$ cat src/rtl/ray_generator.sv
// ray_generator: raster-order primary ray source.
// Directions are accumulated with per-component adds from a basis latched at start.
module ray_generator #(
  parameter int H_RES = 640,
  parameter int V_RES = 480,
  parameter int PIX_W = 16
) (
  input  logic             clk,
  input  logic             rst,
  input  logic             start,
  input  logic [95:0]      cam_origin,
  input  logic [95:0]      dir_base,
  input  logic [95:0]      step_x,
  input  logic [95:0]      step_y,
  output logic [191:0]     ray_out,
  output logic             ray_valid,
  input  logic             ray_ready,
  output logic [PIX_W-1:0] pix_x,
  output logic [PIX_W-1:0] pix_y,
  output logic             busy,
  output logic             frame_done
);
  typedef enum logic [1:0] {IDLE, RUN, DONE} state_t;
  state_t state_q, state_d;
  logic [95:0] org_q, org_d, sx_q, sx_d, sy_q, sy_d, row_q, row_d, cur_q, cur_d;
  logic [PIX_W-1:0] x_q, x_d, y_q, y_d;
  logic xfer, last_x, last_y, launch;

  function automatic logic [95:0] add3(input logic [95:0] a, input logic [95:0] b);
    return {a[95:64] + b[95:64], a[63:32] + b[63:32], a[31:0] + b[31:0]};
  endfunction

  assign launch = state_q == IDLE && start;
  assign xfer   = state_q == RUN && ray_ready;
  assign last_x = x_q == PIX_W'(H_RES - 1);
  assign last_y = y_q == PIX_W'(V_RES - 1);

  always_ff @(posedge clk or posedge rst) begin
    if (rst) begin
      state_q <= IDLE;
      org_q   <= '0;
      sx_q    <= '0;
      sy_q    <= '0;
      row_q   <= '0;
      cur_q   <= '0;
      x_q     <= '0;
      y_q     <= '0;
    end else begin
      state_q <= state_d;
      org_q   <= org_d;
      sx_q    <= sx_d;
      sy_q    <= sy_d;
      row_q   <= row_d;
      cur_q   <= cur_d;
      x_q     <= x_d;
      y_q     <= y_d;
    end
  end

  always_comb begin
    state_d = launch ? RUN :
              (xfer && last_x && last_y) ? DONE :
              state_q == DONE ? IDLE : state_q;
  end

  // row accumulator carries the start of the next row so wrapping needs no multiply
  always_comb begin
    org_d = org_q;
    sx_d  = sx_q;
    sy_d  = sy_q;
    row_d = row_q;
    cur_d = cur_q;
    x_d   = x_q;
    y_d   = y_q;
    if (launch) begin
      org_d = cam_origin;
      sx_d  = step_x;
      sy_d  = step_y;
      row_d = dir_base;
      cur_d = dir_base;
      x_d   = '0;
      y_d   = '0;
    end else if (xfer && !last_x) begin
      x_d   = x_q + 1'b1;
      cur_d = add3(cur_q, sx_q);
    end else if (xfer && !last_y) begin
      x_d   = '0;
      y_d   = y_q + 1'b1;
      row_d = add3(row_q, sy_q);
      cur_d = add3(row_q, sy_q);
    end
  end

  always_comb begin
    ray_valid  = state_q == RUN;
    busy       = state_q != IDLE;
    frame_done = state_q == DONE;
    ray_out    = {org_q, cur_q};
    pix_x      = x_q;
    pix_y      = y_q;
  end
endmodule

$ cat config.mk
export PLATFORM = sky130hd
export DESIGN_NAME = ray_generator
export DESIGN_NICKNAME = d
export VERILOG_FILES = /design/src/rtl/ray_generator.sv
export SDC_FILE = /design/constraint.sdc
export NUM_CORES = 2
export LEC_CHECK = 0
export ABC_AREA = 1
export CAP_MARGIN = 10
export CELL_PAD_IN_SITES_DETAIL_PLACEMENT = 0
export CELL_PAD_IN_SITES_GLOBAL_PLACEMENT = 1
export CORE_ASPECT_RATIO = 0.6
export CORE_MARGIN = 1.5
export CORE_UTILIZATION = 38
export CTS_BUF_LIST = sky130_fd_sc_hd__clkbuf_16
export CTS_CLUSTER_DIAMETER = 100
export DETAILED_ROUTE_END_ITERATION = 10
export MAX_ROUTING_LAYER = met4
export PLACE_DENSITY = 0.93
export RECOVER_POWER = 100
export SETUP_SLACK_MARGIN = 0.15
export SYNTH_ARGS = -nofsm -noshare
export SYNTH_HDL_FRONTEND = slang
export SYNTH_SLANG_ARGS = --single-unit
$ cat constraint.sdc
create_clock -name clk -period 25.6 [get_ports clk]
set_input_delay 7.68 -clock clk [delete_from_list [all_inputs] [get_ports clk]]
set_output_delay 7.68 -clock clk [all_outputs]
set_load 0.01 [all_outputs]
Word level (Yosys, flattened, before mapping)
Index checks and enable logic that the tools add are counted.
{"block": "classes", "n_addsub": 8, "n_eq_ne": 5, "mux": 14, "n_reduce_logical": 14}
{"op": "$mux W96", "n": 5}
{"op": "$add A32 B32 Y32", "n": 6}
{"op": "$mux W16", "n": 6}
{"op": "$add A16 B1 Y16 const B", "n": 2}
{"op": "$eq A16 B10 Y1 const B", "n": 1}
{"op": "$eq A16 B9 Y1 const B", "n": 1}
{"op": "$logic_and A1 B1 Y1", "n": 6}
{"op": "$mux W2", "n": 3}
{"op": "$reduce_bool A3 Y1", "n": 2}
{"op": "$reduce_bool A2 Y1", "n": 2}
{"op": "$eq A2 B1 Y1 const B", "n": 1}
{"op": "$eq A2 B2 Y1 const B", "n": 1}
{"op": "$logic_not A1 Y1", "n": 2}
{"op": "$logic_not A2 Y1", "n": 1}
{"op": "$ne A2 B2 Y1 const B", "n": 1}
{"op": "$reduce_and A2 Y1", "n": 1}
{"block": "word_totals", "reg_bits": 514, "in_bits": 388}

Depth between registers and ports, before layout
{"block": "depth", "word_depth": 6, "ltp_mapped": 16, "depth_no_buf": 16}

Worst setup path after synthesis
OpenSTA, ideal clock, no wires.
{"block": "synth_path", "path_kind": "input -> register", "from": "in start", "to": "reg state_q[0]", "t_arrival_ps": 8777, "slack_ps": 16681, "cell_stages": 5, "n_path_buf": 3, "path_cell_list": "nand2_1 > clkbuf_1 > buf_1 > clkbuf_1 > o21ai_0"}
{"block": "synth_between", "elab_chain_cells": 2, "elab_cells_between_ends": 3, "cone_classes": "1 x mux; 2 x reduce/logical"}
{"item": "start, declared", "line": "10", "rtl": "input logic start,"}
{"item": "$logic_and A1 B1 Y1 *", "line": "33", "rtl": "assign launch = state_q == IDLE && start;"}
{"item": "$reduce_bool A3 Y1 (no line) / $mux W2 (equally long branches)"}
{"item": "end signal, assigned", "line": "49", "rtl": "state_q <= state_d;"}
{"item": "end, declared", "line": "24", "rtl": "state_t state_q, state_d;"}
Every way passes the cells marked *; elsewhere a longest branch is shown, timed or not.
A chain may end at the register's enable or synchronous reset.

Worst setup path after layout
{"block": "layout_path", "from": "in start", "to": "reg row_q[30]"}
{"block": "layout_between", "elab_chain_cells": 3, "elab_cells_between_ends": 5, "cone_classes": "1 x eq/ne; 1 x mux; 3 x reduce/logical"}
{"item": "$logic_and A1 B1 Y1 *", "line": "33"}
{"item": "$ne A2 B2 Y1 (no line) / $reduce_bool A2 Y1 (equally long branches)"}
{"item": "$reduce_and A2 Y1 (no line)"}
{"item": "end signal, assigned", "line": "53", "rtl": "row_q <= row_d;"}
{"item": "end, declared", "line": "25", "rtl": "logic [95:0] org_q, org_d, sx_q, sx_d, sy_q, sy_d, row_q, row_d, cur_q, cur_d;"}
Marks and branches as above.

==> impl_results.md <==
* Outcome: complete, but fails checks
* Failing checks: capacitance limit, slew limit
* ANT nets after route at 0
* Gate Count Post-Synth at 5419
* Via density at 5.01
* Core area at 92000 sq um
* Worst clock skew at 0.0491 ns
* Commonest cells after routing, fill and taps aside: nand2_1, inv_1, dfrtp_1, clkdlybuf4s50_1, nor2_1
* Starting Density at 0.385
* Via Count at 36.3k
* Fin crit share at 0.699
* Worst slack, placed at 13.28 ns
* R2R Path Start: state_q[0]
* Async SR Flop Fraction at 1.00
* I/O Buffers at 614
* Sequential area share after synthesis at 0.364
* RSZ-0062 raised after global routing: false
* Max-cap check violation count at 15
* Root Buffer: clkbuf_16
* Pwr dens at 39.5 nW/um^2
* Cell area after synthesis at 35400 sq um
* Largest stage delay, worst path at 3.61 ns
* Sink Count at 514
* Commonest non-fill, non-tap cell in the layout: nand2_1
* R2R setup slack at 14.82 ns
* Final setup TNS at 0 ns
* Yosys warnings at 0
* Critical Path Fanout Max at 103
* Most area-hungry cell type in the Yosys netlist: dfrtp_1
* Hold_ws at 0.470 ns
* Highest Clock Rate at 55.9 MHz
* Reg-to-reg endpoint: row_q[30]
* Layout cells sized above 1 at 0.0238
* Largest net degree at the start of global routing at 148
* Nets at 6547
* FF-to-FF path depth at 8
* # resized after CTS at 0
* Final worst slack at 7.71 ns
* Hold Buf Count CTS at 0
* Final Critical Period at 17.89 ns
* Die ar. at 95000 sq um
* GRT Util Overall at 0.295
* Vias in the first global route at 33.5k
* Setup Crit Path Kind: input pin to flop
* Wirelength per Cell at 19.2 microns
* Area growth, synth to finish at 25.6%
* Syn_nets at 6001
* DIE HEIGHT at 239 microns
* Worst Hold Depth at 2
* Hold path startpoint: org_q[87]
* Routability congestion estimate at 0.992
* Clk_lat worst skew at 0.66 ns
* Total grt overflow at 0
* Wire length of the first global-routing pass at 208000 microns
* Hold Path Class: flop to flop
* Worst vdd ir at 0.0505 mV
* Arrival time at the worst endpoint at 18.38 ns
* Final Hold Fails at 0
* Actual slew at the worst max-slew pin at 4.86 ns
* Mean Syn Cell Area at 6.53 sq um
* Clock buffer depth at 3
* Post-synth top flop: dfrtp_1
* Yosys cell types at 49
* Routed WL at 139000 microns
* Row cnt at 86
* Die Width at 397 microns
* Slew Viols, Final at 1161
* Final Setup Violations at 0
* Worst Hold Path EP: org_q[87]
* CTS H-Tree Depth at 2
* Post-DP HPWL at 108000 microns
* Worst-path cell chain: dlygate4sd3_1 > nand2_1 > clkinvlp_2 > nor2_1 > clkinvlp_2 > clkbuf_1 > o211ai_1 > inv_1
* Final Power at 1.75 mW
* Antenna violations before repair at 12
* Clk slew on worst S/H paths at 0.06 ns
* Area contributors post-synth: dfrtp_1, nand2_1, inv_1
* CP required at 26.09 ns
* Cts bufs inserted at 56
* Top cell by count, worst path: clkinvlp_2
* Worst path slowest cell: clkinvlp_2
* # IOs at 615
* DR DRC count at 0
* Leakage power at 25.6 nW
* Slew HR at -2.24
* Area fraction of the dominant cell type after synthesis at 0.364
* Number of synthesized flops with an enable pin at 0
* Drt initial violations at 3233
* Postcts setup bufs at 0
* Startpoint types: input pin
* Critical path capture point type: flop
* FF+latch count, synth at 514
* CTS tree: built
* Pre-antenna DRT Iters at 6
## area by class of cell
type | count | area [sq um]
clock inverters | 46 | 413
diodes | 9 | 22.5
fillers | 9431 | 47600
well taps | 1232 | 1540
inverters | 717 | 2700
multi-input cells | 4037 | 19100
clock buffers | 58 | 1450
flip-flops and latches | 514 | 12900
repair buffers | 639 | 6300
## how the worst max path moves through the flow
stage | end | startpoint | cells past startpoint | slack [ns]
4_1_cts | cur_q[66] | start | 9 | 13.97
6_report | row_q[30] | start | 8 | 7.71
5_1_grt | row_q[61] | start | 8 | 6.94
3_5_place_dp | cur_q[66] | start | 9 | 13.28
2_1_floorplan | cur_q[0] | rst | 1 | 3.56
3_3_place_gp | cur_q[66] | start | 9 | 13.34
## where the power goes
part / internal [mW] / leakage (nW) / switching (mW)
clock: 0.473 / 0.954 / 0.383
combinational: 0.0520 / 17.6 / 0.0337
sequential: 0.812 / 7.08 / 0
## cell usage after synthesis (all sizes together) (2+ instances only)
cell type and instances:
a21oi 206, o21a 2, nand4 25, nor3 41
xnor2 28, a21o 5, ha 188, a21boi 2
fa 6, inv 715, nor4 3, clkinv 2
and3 2, o21ai 132, a32o 2, o22ai 15
nor3b 6, and2 8, o31ai 6, nand3 349
nand3b 45, or2 56, o211ai 43, buf 59
a41oi 2, o21bai 24, dfrtp 514, xor2 50
clkbuf 92, nor2 370, a31oi 33, nand2 2383
## per-stage QoR
| stage | util | instance area [sq um] | instances |
|---|---|---|---|
| finish | 0.483 | 44400 | 7252 |
| global route | 0.483 | 44400 | 7251 |
| CTS | 0.484 | 44500 | 7243 |
| detailed placement | 0.463 | 42600 | 7139 |
| global placement | 0.463 | 42600 | 7139 |
| floorplan | - | 35400 | 5419 |
## worst max-delay path: cells and delay by family
family	cells	cell delay (ns)
buffers and inverters	5	6.89
and+or+nand+nor	2	2.71
AOI/OAI and AO/OA	1	0.90
## cells by family after synthesis
kind of cell	synth area share
simple gates	0.376
buf+inv	0.0953
flops	0.364
compound gates	0.0757
fa+ha+maj	0.0699
xor+xnor	0.0193
mux	0.000283
## flip-flops by register name, summed over array words and instances (netlist names)
register  flops
sy_q         96
org_q        96
state_q       2
row_q        96
sx_q         96
cur_q        96
pix_y        16
pix_x        16
## layer usage
layer / up-vias / global-route usage / wire length [microns]
li1: 18000 / - / -
met1: 16900 / 0.453 / 68600
met2: 1331 / 0.399 / 55700
met3: 160 / 0.0448 / 11700
met4: 0 / 0.0663 / 3260
met5: - / - / 0
No activity file was read; power rests on OpenSTA's default activity.
